$ cat config.mk
export PLATFORM = sky130hd
export DESIGN_NAME = keypad_scanner_flat
export DESIGN_NICKNAME = d
export VERILOG_FILES = /design/src/rtl/keypad_scanner_if.sv /design/src/rtl/keypad_scanner.sv /design/src/flat_wrapper.sv
export SDC_FILE = /design/constraint.sdc
export NUM_CORES = 1
export LEC_CHECK = 0
export ABC_AREA = 1
export CAP_MARGIN = 10
export CORE_UTILIZATION = 25
export CTS_CLUSTER_DIAMETER = 40
export CTS_CLUSTER_SIZE = 28
export DETAILED_ROUTE_END_ITERATION = 12
export SLEW_MARGIN = 30
export SYNTH_ARGS = -nofsm -noshare
export SYNTH_HDL_FRONTEND = slang
export SYNTH_SLANG_ARGS = --single-unit
$ cat constraint.sdc
create_clock -name clk -period 3.65 [get_ports clk]
set_clock_uncertainty 0.05 [all_clocks]
set_input_delay 0.73 -clock clk [delete_from_list [all_inputs] [get_ports clk]]
set_output_delay 0.73 -clock clk [all_outputs]
set_load 0.01 [all_outputs]
$ cat src/rtl/keypad_scanner_if.sv
// ---------------------------------------------------------------------------
// keypad_scanner_if
// Bundles the keypad matrix wires and the decoded key outputs of the scanner.
//   col_n     : column inputs from the keypad, active-low
//   row_n     : row drives to the keypad, active-low, one row low at a time
//   key_code  : hex code of the last accepted key
//   key_valid : one-cycle strobe when a new debounced press is accepted
//   key_down  : level, a debounced key is currently held
// The scanner uses the master modport; the keypad/consumer side uses slave.
// ---------------------------------------------------------------------------
interface keypad_scanner_if;
  logic [3:0] col_n;
  logic [3:0] row_n;
  logic [3:0] key_code;
  logic       key_valid;
  logic       key_down;

  modport master (
    input  col_n,
    output row_n,
    output key_code,
    output key_valid,
    output key_down
  );

  modport slave (
    output col_n,
    input  row_n,
    input  key_code,
    input  key_valid,
    input  key_down
  );
endinterface

$ cat src/rtl/keypad_scanner.sv
// ---------------------------------------------------------------------------
// keypad_scanner
// Scans a 4x4 membrane keypad one row at a time, classifies each full frame
// as no key / one key / several keys, and debounces a single key into a hex
// code with a one-cycle valid strobe. Key legends '*' and '#' map to E and F.
// Ports:
//   clk     : system clock
//   reset_n : asynchronous, active-low reset
//   kp      : keypad_scanner_if.master (col_n in, row_n/key_code/key_valid/
//             key_down out)
// Parameters:
//   SCAN_DIV       : clock cycles each row is driven (min 4)
//   DEBOUNCE_SCANS : identical frames needed to accept a press/release (min 2)
// ---------------------------------------------------------------------------
module keypad_scanner #(
  parameter int SCAN_DIV       = 12000,
  parameter int DEBOUNCE_SCANS = 20
) (
  input  logic              clk,
  input  logic              reset_n,
  keypad_scanner_if.master  kp
);

  localparam int SLOT_W = (SCAN_DIV > 1) ? $clog2(SCAN_DIV) : 1;
  localparam int CNT_W  = $clog2(DEBOUNCE_SCANS + 1);
  localparam logic [SLOT_W-1:0] SLOT_LAST = SLOT_W'(SCAN_DIV - 1);
  localparam logic [CNT_W-1:0]  CNT_LAST  = CNT_W'(DEBOUNCE_SCANS - 1);

  localparam logic [1:0] ST_IDLE       = 2'd0;
  localparam logic [1:0] ST_PRESS_DB   = 2'd1;
  localparam logic [1:0] ST_HELD       = 2'd2;
  localparam logic [1:0] ST_RELEASE_DB = 2'd3;

  logic [3:0]        r_colMeta;
  logic [3:0]        r_colSync;
  logic [SLOT_W-1:0] r_slot;
  logic [1:0]        r_row;
  logic [1:0]        r_lowCount;
  logic [3:0]        r_keyAcc;
  logic [1:0]        r_state;
  logic [CNT_W-1:0]  r_cnt;
  logic [3:0]        r_cand;
  logic [3:0]        r_keyCode;
  logic              r_keyValid;
  logic              r_keyDown;

  logic [3:0] w_colLow;
  logic [2:0] w_rowCount;
  logic [1:0] w_rowCol;
  logic [2:0] w_sum;
  logic [1:0] w_totalLow;
  logic [3:0] w_frameKey;
  logic       w_slotEnd;
  logic       w_frameTick;
  logic       w_isNone;
  logic       w_isSingle;

  // Physical legend of the key at a given row/column position.
  function automatic logic [3:0] mapKey(input logic [1:0] row, input logic [1:0] col);
    logic [3:0] code;
    case ({row, col})
      4'h0: code = 4'h1;  4'h1: code = 4'h2;  4'h2: code = 4'h3;  4'h3: code = 4'hA;
      4'h4: code = 4'h4;  4'h5: code = 4'h5;  4'h6: code = 4'h6;  4'h7: code = 4'hB;
      4'h8: code = 4'h7;  4'h9: code = 4'h8;  4'hA: code = 4'h9;  4'hB: code = 4'hC;
      4'hC: code = 4'hE;  4'hD: code = 4'h0;  4'hE: code = 4'hF;  default: code = 4'hD;
    endcase
    return code;
  endfunction

  // Two-flop synchronizer: col_n is asynchronous to clk and is only ever
  // observed through r_colSync. Idle (all high) is the reset value.
  always_ff @(posedge clk or negedge reset_n) begin
    if (!reset_n) begin
      r_colMeta <= 4'hF;
      r_colSync <= 4'hF;
    end else begin
      r_colMeta <= kp.col_n;
      r_colSync <= r_colMeta;
    end
  end

  // Classify the current row: how many columns are low and which one.
  always_comb begin
    w_colLow   = ~r_colSync;
    w_rowCount = 3'd0;
    w_rowCol   = 2'd0;
    for (int c = 3; c >= 0; c--) begin
      if (w_colLow[c]) begin
        w_rowCount = w_rowCount + 3'd1;
        w_rowCol   = 2'(c);
      end
    end
  end

  // Merge this row into the running frame totals. The low-count saturates at
  // two because anything beyond "one key" is simply MULTI. The frame key is
  // only meaningful when the total is exactly one.
  always_comb begin
    w_sum      = {1'b0, r_lowCount} + ((w_rowCount >= 3'd2) ? 3'd2 : w_rowCount);
    w_totalLow = (w_sum >= 3'd2) ? 2'd2 : w_sum[1:0];
    w_frameKey = (w_rowCount == 3'd1) ? mapKey(r_row, w_rowCol) : r_keyAcc;
    w_slotEnd  = (r_slot == SLOT_LAST);
    w_frameTick = w_slotEnd && (r_row == 2'd3);
    w_isNone   = (w_totalLow == 2'd0);
    w_isSingle = (w_totalLow == 2'd1);
  end

  // Row scanning: each row is held for SCAN_DIV cycles and sampled in its last
  // slot cycle, giving the synchronizer time to settle after the row changes.
  // The frame accumulators clear once row 3 has been folded into the verdict.
  always_ff @(posedge clk or negedge reset_n) begin
    if (!reset_n) begin
      r_slot     <= '0;
      r_row      <= 2'd0;
      r_lowCount <= 2'd0;
      r_keyAcc   <= 4'd0;
    end else if (w_slotEnd) begin
      r_slot <= '0;
      r_row  <= r_row + 2'd1;
      if (r_row == 2'd3) begin
        r_lowCount <= 2'd0;
        r_keyAcc   <= 4'd0;
      end else begin
        r_lowCount <= w_totalLow;
        r_keyAcc   <= w_frameKey;
      end
    end else begin
      r_slot <= r_slot + SLOT_W'(1);
    end
  end

  // Debounce FSM, stepped once per frame. A press is accepted after
  // DEBOUNCE_SCANS identical single-key frames; it must then see the same
  // number of empty frames before another press can be accepted, so holding
  // a key never auto-repeats.
  always_ff @(posedge clk or negedge reset_n) begin
    if (!reset_n) begin
      r_state    <= ST_IDLE;
      r_cnt      <= '0;
      r_cand     <= 4'd0;
      r_keyCode  <= 4'd0;
      r_keyValid <= 1'b0;
      r_keyDown  <= 1'b0;
    end else begin
      r_keyValid <= 1'b0;
      if (w_frameTick) begin
        case (r_state)
          ST_IDLE: begin
            if (w_isSingle) begin
              r_cand  <= w_frameKey;
              r_cnt   <= CNT_W'(1);
              r_state <= ST_PRESS_DB;
            end
          end
          ST_PRESS_DB: begin
            if (w_isSingle && (w_frameKey == r_cand)) begin
              if (r_cnt == CNT_LAST) begin
                r_cnt      <= '0;
                r_keyCode  <= r_cand;
                r_keyValid <= 1'b1;
                r_keyDown  <= 1'b1;
                r_state    <= ST_HELD;
              end else begin
                r_cnt <= r_cnt + CNT_W'(1);
              end
            end else begin
              r_cnt   <= '0;
              r_state <= ST_IDLE;
            end
          end
          ST_HELD: begin
            if (w_isNone) begin
              r_cnt   <= CNT_W'(1);
              r_state <= ST_RELEASE_DB;
            end
          end
          default: begin
            if (w_isNone) begin
              if (r_cnt == CNT_LAST) begin
                r_cnt     <= '0;
                r_keyDown <= 1'b0;
                r_state   <= ST_IDLE;
              end else begin
                r_cnt <= r_cnt + CNT_W'(1);
              end
            end else begin
              r_cnt   <= '0;
              r_state <= ST_HELD;
            end
          end
        endcase
      end
    end
  end

  assign kp.row_n     = ~(4'b0001 << r_row);
  assign kp.key_code  = r_keyCode;
  assign kp.key_valid = r_keyValid;
  assign kp.key_down  = r_keyDown;

endmodule

$ cat src/flat_wrapper.sv
// flat-port wrapper written by rule: the top's interface ports become plain ports
module keypad_scanner_flat 
#(
  parameter int SCAN_DIV       = 12000,
  parameter int DEBOUNCE_SCANS = 20
)
  (clk, reset_n, kp_col_n, kp_row_n, kp_key_code, kp_key_valid, kp_key_down);
  keypad_scanner_if kp_i ();
  input  logic clk;
  input  logic reset_n;
  input wire logic [$bits(kp_i.col_n)-1:0] kp_col_n;
  output wire logic [$bits(kp_i.row_n)-1:0] kp_row_n;
  output wire logic [$bits(kp_i.key_code)-1:0] kp_key_code;
  output wire logic [$bits(kp_i.key_valid)-1:0] kp_key_valid;
  output wire logic [$bits(kp_i.key_down)-1:0] kp_key_down;
  assign kp_i.col_n = kp_col_n;
  assign kp_row_n = kp_i.row_n;
  assign kp_key_code = kp_i.key_code;
  assign kp_key_valid = kp_i.key_valid;
  assign kp_key_down = kp_i.key_down;
  keypad_scanner #(.SCAN_DIV(SCAN_DIV), .DEBOUNCE_SCANS(DEBOUNCE_SCANS)) u_core (.clk(clk), .reset_n(reset_n), .kp(kp_i));
endmodule
# Yosys cells after proc, flatten, opt, wreduce, memory -nomap -nowiden
# Memory sizes are Yosys's and may differ from the RTL's.
# Index checks and enable logic that the tools add are counted.
[classes]
add_sub_neg = 7
multipliers = 0
div = 0
magnitude_cmp = 2
n_eq_ne = 13
shift = 1
muxes = 36
n_bitwise = 3
reduce_logical = 11
[op_table]
columns = ["op", "n"]
rows = [
  ["2-to-1 mux 5 bit", 5],
  ["2-to-1 mux 2 bit", 12],
  ["one-hot mux 5 bit (3 select lines)", 1],
  ["adder 14 x 1 -> 14 bit, second input constant", 1],
  ["== test 14 bit, second input constant", 1],
  ["2-to-1 mux 14 bit", 1],
  ["2-to-1 mux 3 bit", 4],
  ["AND reduction 5 bit", 2],
  ["2-to-1 mux 1 bit", 9],
  ["2-to-1 mux 4 bit", 2],
  ["NOT 4 bit", 2],
  ["adder 3 x 1 -> 3 bit, second input constant", 2],
  [">= comparator 3 x 2 -> 1 bit, second input constant", 2],
  ["!= test 2 x 1 -> 1 bit, second input constant", 3],
  ["one-hot mux 2 bit (3 select lines)", 1],
  ["AND reduction 3 bit", 2],
  ["adder 5 x 1 -> 5 bit, second input constant", 1],
  ["== test 5 bit, second input constant", 1],
  ["!= test 5 bit, second input constant", 1],
  ["== test 2 x 1 -> 1 bit, second input constant", 2],
  ["== test 2 bit, second input constant", 2],
  ["== test 4 bit", 1],
  ["zero test 2 bit", 2],
  ["AND reduction 4 bit", 1],
  ["other kinds (11)", 12],
]
[word_totals]
regBits = 47
latchBits = 0
ram_bits = 0
rom_bits = 64
in_bits = 6
out_inout_bits = 10
wordCells = 86
memories = 1
[mem_list]
columns = ["memory", "depth", "word_bits", "read_ports", "rd_clocked_by_memory_dff", "write_ports", "line", "source"]
rows = [
  ["(no name shown)", 16, 4, 1, 0, 0, "keypad_scanner.sv:61", "case ({row, col})"],
]

# Longest topological paths before layout
# Gate-level depths: netlist of the first run.
[depth]
ltp_word = 18
mapped_depth = 26
mapped_depth_nobuf = 26

# Worst setup path after synthesis of the first run
# No wires, ideal clock.
[synth_path]
kind = "register to register"
startpoint = "reg u_core.r_colSync[2]"
endpoint = "reg u_core.r_cnt[3]"
setup_ns = 0.114
arrival_time_ns = 3.577
required_ns = 3.486
path_slack_ns = -0.091
path_stages_with_launch = 24
n_path_buf = 0
synth_period_minus_slack_ns = 3.741
cell_sequence = "dfstp_2 > inv_1 > ha_1 > nand2_1 > nand2_2 > ha_1 > or2_1 > nand2_4 > nand2_4 > nor2_8 > ha_1 > fa_1 > nor2_1 > inv_1 > nor2_1 > inv_1 > nand2_1 > nand2_1 > nor2_2 > nand4_1 > xor2_1 > inv_1 > nand2_1 > inv_1"
[synth_via]
elab_chain_len = 15
word_cells_on_any_way = 27
cone_classes = "3 x add/sub; 2 x order compare; 5 x eq/ne; 12 x mux; 1 x bitwise; 3 x reduce/logical; 1 x memory"
[synth_rtl]
columns = ["element", "line", "source"]
rows = [
  ["start, declared", "keypad_scanner.sv:35", "logic [3:0] r_colSync;"],
  ["start signal, assigned", "keypad_scanner.sv:78", "r_colSync <= r_colMeta;"],
  ["NOT 4 bit (*)", "keypad_scanner.sv:84", "w_colLow = ~r_colSync;"],
  ["2-to-1 mux 3 bit", "keypad_scanner.sv:88", "if (w_colLow[c]) begin"],
  ["adder 3 x 1 -> 3 bit", "keypad_scanner.sv:89", "w_rowCount = w_rowCount + 3'd1;"],
  ["2-to-1 mux 3 bit", "keypad_scanner.sv:88", ""],
  ["adder 3 x 1 -> 3 bit", "keypad_scanner.sv:89", ""],
  ["2-to-1 mux 3 bit", "keypad_scanner.sv:88", ""],
  [">= comparator 3 x 2 -> 1 bit", "keypad_scanner.sv:99", "w_sum = {1'b0, r_lowCount} + ((w_rowCount >= 3'd2) ? 3'd2 : w_rowCount);"],
  ["2-to-1 mux 3 bit", "keypad_scanner.sv:99", ""],
  ["adder 2 x 3 -> 3 bit", "keypad_scanner.sv:99", ""],
  [">= comparator 3 x 2 -> 1 bit", "keypad_scanner.sv:100", "w_totalLow = (w_sum >= 3'd2) ? 2'd2 : w_sum[1:0];"],
  ["2-to-1 mux 2 bit", "keypad_scanner.sv:100", ""],
  ["== test 2 x 1 -> 1 bit", "keypad_scanner.sv:105", "w_isSingle = (w_totalLow == 2'd1);"],
  ["logical AND 1 bit", "keypad_scanner.sv:156", "if (w_isSingle && (w_frameKey == r_cand)) begin"],
  ["2-to-1 mux 5 bit", "keypad_scanner.sv:156", ""],
  ["one-hot mux 5 bit (3 select lines)", "keypad_scanner.sv:147", "case (r_state)"],
  ["end signal, assigned", "keypad_scanner.sv:164", "r_cnt <= r_cnt + CNT_W'(1);"],
  ["end signal, assigned", "keypad_scanner.sv:184", "r_cnt <= r_cnt + CNT_W'(1);"],
  ["end, declared", "keypad_scanner.sv:41", "logic [CNT_W-1:0] r_cnt;"],
]
# Every way passes the cells marked *; elsewhere a longest branch is shown, timed or not.
# A chain may end at the register's enable or synchronous reset.

# Final worst setup path of the first run
[layout_path]
startpoint = "reg u_core.r_colSync[3]"
endpoint = "reg u_core.r_cnt[3]"
[layout_via]
elab_chain_len = 17
word_cells_on_any_way = 30
cone_classes = "4 x add/sub; 2 x order compare; 5 x eq/ne; 14 x mux; 1 x bitwise; 3 x reduce/logical; 1 x memory"
[layout_rtl]
columns = ["element", "line"]
rows = [
  ["NOT 4 bit (*)", "keypad_scanner.sv:84"],
  ["2-to-1 mux 1 bit", "keypad_scanner.sv:88"],
  ["adder 1 x 1 -> 2 bit", "keypad_scanner.sv:89"],
  ["2-to-1 mux 3 bit", "keypad_scanner.sv:88"],
  ["adder 3 x 1 -> 3 bit", "keypad_scanner.sv:89"],
  ["2-to-1 mux 3 bit", "keypad_scanner.sv:88"],
  ["adder 3 x 1 -> 3 bit", "keypad_scanner.sv:89"],
  ["2-to-1 mux 3 bit", "keypad_scanner.sv:88"],
  [">= comparator 3 x 2 -> 1 bit", "keypad_scanner.sv:99"],
  ["2-to-1 mux 3 bit", "keypad_scanner.sv:99"],
  ["adder 2 x 3 -> 3 bit", "keypad_scanner.sv:99"],
  [">= comparator 3 x 2 -> 1 bit", "keypad_scanner.sv:100"],
  ["2-to-1 mux 2 bit", "keypad_scanner.sv:100"],
  ["== test 2 x 1 -> 1 bit", "keypad_scanner.sv:105"],
  ["logical AND 1 bit", "keypad_scanner.sv:156"],
  ["2-to-1 mux 5 bit", "keypad_scanner.sv:156"],
  ["one-hot mux 5 bit (3 select lines)", "keypad_scanner.sv:147"],
]
# Marks and branches as above.

==> flow_summary.toml, run 1 <==
[placed_design]
placed_cells = 523
hpwl_mm = 4.20
io_buffers = 15
routabilityCongestion = 0.848

[critical_path]
critical_path_class = "register to register"
end_kind = "register"
path_cells = "inv_2 -> ha_4 -> inv_2 -> nand2_2 -> nand2_2 -> ha_4 -> or2_4 -> nand2_4 -> nand2_4 -> nor2_8 -> ha_4 -> fa_1 -> nor2_2 -> inv_2 -> nor2_2 -> inv_1 -> nand2_1 -> nand2_1 -> nor2_4 -> nand4_1 -> xor2_1 -> inv_1 -> nand2_1 -> inv_1"
critPathLaunchType = "register"
cp.required_ps = 3780
cp.arrival_ps = 3660
critPathMaxStageDelay_ps = 530
reg2reg_depth = 24
crit_fanout = 4
critPathSlowestCell = "dfstp_2"

[finish]
seq_area_um2 = 1190
fill_cells = 1149
fin_cells = 536
multiInputGateArea_um2 = 1460
area_growth_pct = 25.7
fin_nets = 416
post_route_cells_drive_above_1_share_pct = 21.2
n_antenna_cell = 0

[timing]
tns_ps = 0
setup_violations = 0
max-slew-margin-rel_pct = 60.3
slew_viol_final = 0
rsz0062_at_grt = "true"
min_period_over_period_pct = 96.7
fmax_mhz = 283
finalCriticalPeriod_ps = 3530
fin_hold_ws_ps = 305
tightest_slew_ps = 596
final_hold_viol_count = 0

[drt]
first_pass_iters = 4
wire_per_inst_um = 10.7
via_per_inst = 4.35
wirelength_mm = 5.73
vias = 2332
drcViolationCount = 0
drt_iter0_drc = 74
ant_nets = 0

[power]
power.leakage_uw = 0.00172
ir_drop_v = 0.000189
p_per_area_nw_per_um2 = 357

[floorplanning]
initial_core_util_pct = 25.8
ios = 16
row_count = 38
dieArea_um2 = 11700
die_h_um = 108
die_w_um = 108
core_area_um2 = 10900

[global_route]
grt_max_degree = 48
grt.busiest_layer = "met2"
antenna_found_initial = 0
grt_pass1_wl_mm = 10.0
grt_use_total_pct = 10.7
grtUsageMet2_pct = 20.0
use_met3_pct = 1.99
grt_pass1_vias = 2385
gr-usage-met1_pct = 12.1
grt_overflow = 0

[clocking]
cts_hold_buf = 0
cts_max_level = 2
clk_path_buf_depth = 2
numCtsBuffers = 5
clk_pin_slew_ps = 60
cts_tree = "built"
insertion_delay_ps = 280
clkSinkCount = 47
root_buffer = "clkbuf_16"

[yosys]
syn_area_per_cell_um2 = 7.88
synth_area_leader_cell = "dfrtp_1"
synth_edf_count = 0
yosysUniqueCellTypes = 37
synth_flop_cell = "dfrtp_1"
syn_area_um2 = 2820
synthTopCellsByArea = "dfrtp_1 (35%), nand2_1 (11%), inv_1 (8.0%)"
synth_top_area_share_pct = 34.6
ys_ff_latch = 47
synth.net_count = 379
seq_area_frac_synth_pct = 42.0
yosys_warnings = 0
ys_async_sr_fraction_pct = 100
synthCells = 358

[min_path]
min_path_cells = 0
hold_path.class = "register to register"

[status]
outcome = "completed"

[run]
maxCapViolations = 0
## final timing paths
kind / from / endpoint / slack [ps]
max: u_core.r_colSync[3]$_DFF_PN1_ / u_core.r_cnt[3]$_DFFE_PN0P_ / 120
min: u_core.r_colMeta[0]$_DFF_PN1_ / u_core.r_colSync[0]$_DFF_PN1_ / 310
max reg2reg: u_core.r_colSync[3]$_DFF_PN1_ / u_core.r_cnt[3]$_DFFE_PN0P_ / 120
min reg2reg: u_core.r_colMeta[0]$_DFF_PN1_ / u_core.r_colSync[0]$_DFF_PN1_ / 310
max in group asynchronous: reset_n / u_core.r_row[0]$_DFFE_PN0N_ / 2740
min in group asynchronous: reset_n / u_core.r_cnt[3]$_DFFE_PN0P_ / 410
## layout make-up
type / instances / area share, %
repair buffers: 34 / 8.29
inverters: 63 / 6.74
clock inverters: 2 / 1.69
well taps: 140 / 4.94
clock buffers: 6 / 3.63
multi-input cells: 244 / 41.3
flip-flops and latches: 47 / 33.4
## cell usage after synthesis, drive strengths merged, types with 2 or more instances
cell and number:
nand2 99, inv 63, dfrtp 39, nor2 37, nand3 33, ha 14, o21ai 12, nor3 11
dfstp 8, nand4 8, a21oi 6, nor4 4, o22ai 4, xor2 4, nand3b 3, buf 2
clkbuf 2
## layer usage
layer | wire length [µm] | part of all wire (%)
met4 | 92 | 1.6
met3 | 92 | 1.6
met5 | 0 | 0
met2 | 2980 | 52
met1 | 2570 | 45
## layout by cell type (no fill, tap or decap), drive strengths merged
master / synthesis / layout
xor2: 4 / 4
o211ai: 1 / 1
dfstp: 8 / 8
o211a: 1 / 1
o21bai: 1 / 1
buf: 2 / 20
nor2: 37 / 37
nand2: 99 / 99
inv: 63 / 63
bufinv: 0 / 2
nor4: 4 / 4
and2: 1 / 1
fa: 1 / 1
clkbuf: 2 / 6
dfrtp: 39 / 39
nand3: 33 / 33
o22ai: 4 / 4
o21ai: 12 / 12
nand3b: 3 / 3
clkdlybuf4s50: 0 / 14
nand4: 8 / 8
a21oi: 6 / 6
ha: 14 / 14
nor3: 11 / 11
o31ai: 1 / 1
or2: 1 / 1
a22oi: 1 / 1
a31oi: 1 / 1
## kinds of logic after synthesis
| family | Yosys count | share of synthesized area, % |
|---|---|---|
| XOR/XNOR | 4 | 1.24 |
| flip-flops | 47 | 42.0 |
| buffers and inverters | 67 | 9.57 |
| AO/OA/AOI/OAI | 28 | 5.72 |
| AND/OR/NAND/NOR | 197 | 34.5 |
| adder cells (fa/ha/maj) | 15 | 6.91 |
## critical path, delay by kind of cell (launching register included)
family                   cells  cell delay [ps]
AND/OR/NAND/NOR             13             1350
adder cells (fa/ha/maj)      4             1050
flip-flops                   1              530
buffers and inverters        6              290
XOR/XNOR                     1              140
## repair_timing
item / CTS / global route
gates resized for setup: 5 / 18
endpoints found under the hold margin: 0 / 0
setup buffers: 3 / 2
pin swaps: 10 / 7
gates cloned: 0 / 0
setup endpoints to repair: 6 / 15
## flip-flops by register name, indices dropped and copies added, names as in the netlist
signal / flops
u_core.r_colMeta: 4
u_core.r_cand: 4
u_core.kp.key_down: 1
u_core.kp.key_code: 4
u_core.kp.key_valid: 1
u_core.r_colSync: 4
u_core.r_cnt: 5
u_core.r_keyAcc: 4
u_core.r_state: 2
u_core.r_lowCount: 2
u_core.r_slot: 14
u_core.r_row: 2
## per-stage QoR
stage / total power, µW / utilization, % / area [µm²] / setup slack (ps)
6_report: 1270 / 32.4 / 3550 / 121
5_1_grt: 1320 / 32.4 / 3550 / -116
3_3_place_gp: 677 / 29.5 / 3230 / -14.8
2_1_floorplan: 633 / - / 2830 / 2.83
3_5_place_dp: 680 / 29.5 / 3230 / -97.9
4_1_cts: 1280 / 31.8 / 3480 / 21.3
## power breakdown
group	switching, µW	internal (µW)
sequential	4.62	529
clock	188	393
combinational	88.8	65.0
(Power assumes the default switching activity.)
==> run 2: changes to the inputs <==
--- a/config.mk
+++ b/config.mk
@@ -7,7 +7,7 @@
 export LEC_CHECK = 0
 export ABC_AREA = 1
 export CAP_MARGIN = 10
-export CORE_UTILIZATION = 25
+export CORE_UTILIZATION = 40
 export CTS_CLUSTER_DIAMETER = 40
 export CTS_CLUSTER_SIZE = 28
 export DETAILED_ROUTE_END_ITERATION = 12
==> flow_summary.toml, run 2 (synthesized netlist as in run 1, its figures left out) <==
[status]
outcome = "completed"

[power]
power.leakage_uw = 0.00167
p_per_area_nw_per_um2 = 294
ir_drop_v = 0.000137

[finish]
utilization_pct = 50.0
fin_area_um2 = 3400
largest_register_ff_count = 14
post_route_cells_drive_above_1_share_pct = 20.7
regMostFlops = "u_core.r_slot"
area_growth_pct = 20.4
fin_nets = 416
final_cell_mix = "nand2_1 (78), inv_1 (58), dfrtp_1 (39)"
mostFrequentLayoutCell = "nand2_1"
n_antenna_cell = 0
largestRegisters = "u_core.r_slot: 14 flops, u_core.r_cnt: 5 flops"
fin_cells = 492

[placed_design]
routabilityCongestion = 0.832
place_area_um2 = 3160
place_ws_ps = -41.2
placed_cells = 477
hpwl_mm = 3.92
io_buffers = 15

[critical_path]
cp.required_ps = 3810
path_common_cell = "inv_1"
path_cells = "inv_1 -> ha_4 -> inv_1 -> nand2_2 -> nand2_4 -> ha_4 -> or2_4 -> nand2_4 -> nand2_4 -> nor2_8 -> ha_4 -> fa_1 -> nor2_2 -> inv_2 -> o211ai_1 -> nand2_2 -> nor2_4 -> nand4_1 -> xor2_1 -> inv_1 -> nand2_1 -> inv_1"
critical_path_class = "register to register"
critPathSlowestCell = "dfstp_2"
cp_num_buf_inv = 5
cp.arrival_ps = 3660
path_delay_family = "simple AND/OR/NAND/NOR gates"
crit_fanout = 5
critPathLaunchType = "register"
end_kind = "register"
critPathMaxStageDelay_ps = 540

[clocking]
numCtsBuffers = 5
cts_tree = "built"
cts_max_level = 2
root_buffer = "clkbuf_8"
clkSinkCount = 47
clk_pin_slew_ps = 90
cts_hold_buf = 0
insertion_delay_ps = 300
clk_path_buf_depth = 2

[drt]
vias = 2282
drcViolationCount = 0
drt_iter0_drc = 119
wire_per_inst_um = 11.0
ant_nets = 0
via_per_inst = 4.64
first_pass_iters = 4
wirelength_mm = 5.40

[global_route]
grt_pass1_wl_mm = 9.76
antenna_found_initial = 0
grt_use_total_pct = 16.5
grt_max_degree = 48
grt_overflow = 0
grt_pass1_vias = 2257

[timing]
max-slew-margin-rel_pct = 60.4
setup_ws_ps = 145
fin_hold_ws_ps = 309
slew_viol_final = 0
final_hold_viol_count = 0
rsz0062_at_grt = "true"
min_period_over_period_pct = 96.0
tightest_slew_ps = 593
finalCriticalPeriod_ps = 3510
fmax_mhz = 285
setup_violations = 0

[floorplanning]
die_w_um = 86.0
initial_core_util_pct = 41.5
dieArea_um2 = 7400
die_h_um = 86.0
row_count = 30
ios = 16
core_area_um2 = 6790

[min_path]
hold_path.class = "register to register"

[run]
maxCapViolations = 0
run 2: repair_timing:
action,CTS,global route
buffers inserted,3,4
hold endpoints to repair,0,0
endpoints found under the setup margin,11,13
pin swaps,9,9
resized for setup,6,16
run 2: layer usage:
layer / global-route usage [%] / vias up / wire, µm
met5: 0 / - / 0
met4: 5.91 / 0 / 72
met3: 2.89 / 6 / 110
met2: 28.1 / 13 / 2650
met1: 21.1 / 1056 / 2570
li1: - / 1207 / -
run 2: worst reg2reg max path, cell delays in order (launching register included):
cell,delay [ps]
dfstp_2,540
inv_1,60
ha_4,270
inv_1,40
nand2_2,80
nand2_4,60
ha_4,240
or2_4,250
nand2_4,70
nand2_4,70
nor2_8,90
ha_4,130
fa_1,390
nor2_2,120
inv_2,60
o211ai_1,240
nand2_2,100
nor2_4,140
nand4_1,110
xor2_1,140
inv_1,50
nand2_1,60
inv_1,40
run 2: area by class of cell:
cell class,count,area [µm²]
flip-flops and latches,47,1190
repair buffers,34,290
inverters,63,239
well taps,96,120
clock buffers,6,72.6
fillers,642,3390
multi-input cells,244,1480
clock inverters,2,12.5
run 2: through the flow:
stage	power, µW	TNS, ps
floorplan	633	0
global placement	675	0
detailed placement	676	-92.1
CTS	1000	0
global route	1060	-276
finish	999	0
run 2: path summary, 6_finish.rpt:
kind                                                from                             to  slack, ps  cells after the start
setup / recovery           u_core.r_colSync[2]$_DFF_PN1_    u_core.r_cnt[3]$_DFFE_PN0P_        140                     22
hold / removal             u_core.r_colMeta[2]$_DFF_PN1_  u_core.r_colSync[2]$_DFF_PN1_        310                      0
setup reg to reg           u_core.r_colSync[2]$_DFF_PN1_    u_core.r_cnt[3]$_DFFE_PN0P_        140                     22
hold reg to reg            u_core.r_colMeta[2]$_DFF_PN1_  u_core.r_colSync[2]$_DFF_PN1_        310                      0
max in group asynchronous                        reset_n    u_core.r_row[0]$_DFFE_PN0N_       2770                      1
min in group asynchronous                        reset_n  u_core.kp.key_valid$_DFF_PN0_        370                      1
run 2: power breakdown:
| part | internal, µW | switching, µW | leakage [µW] | total [µW] |
|---|---|---|---|---|
| clock network | 134 | 176 | 0.0000412 | 310 |
| logic | 66.6 | 90.0 | 0.00101 | 157 |
| registers | 528 | 4.31 | 0.000615 | 533 |
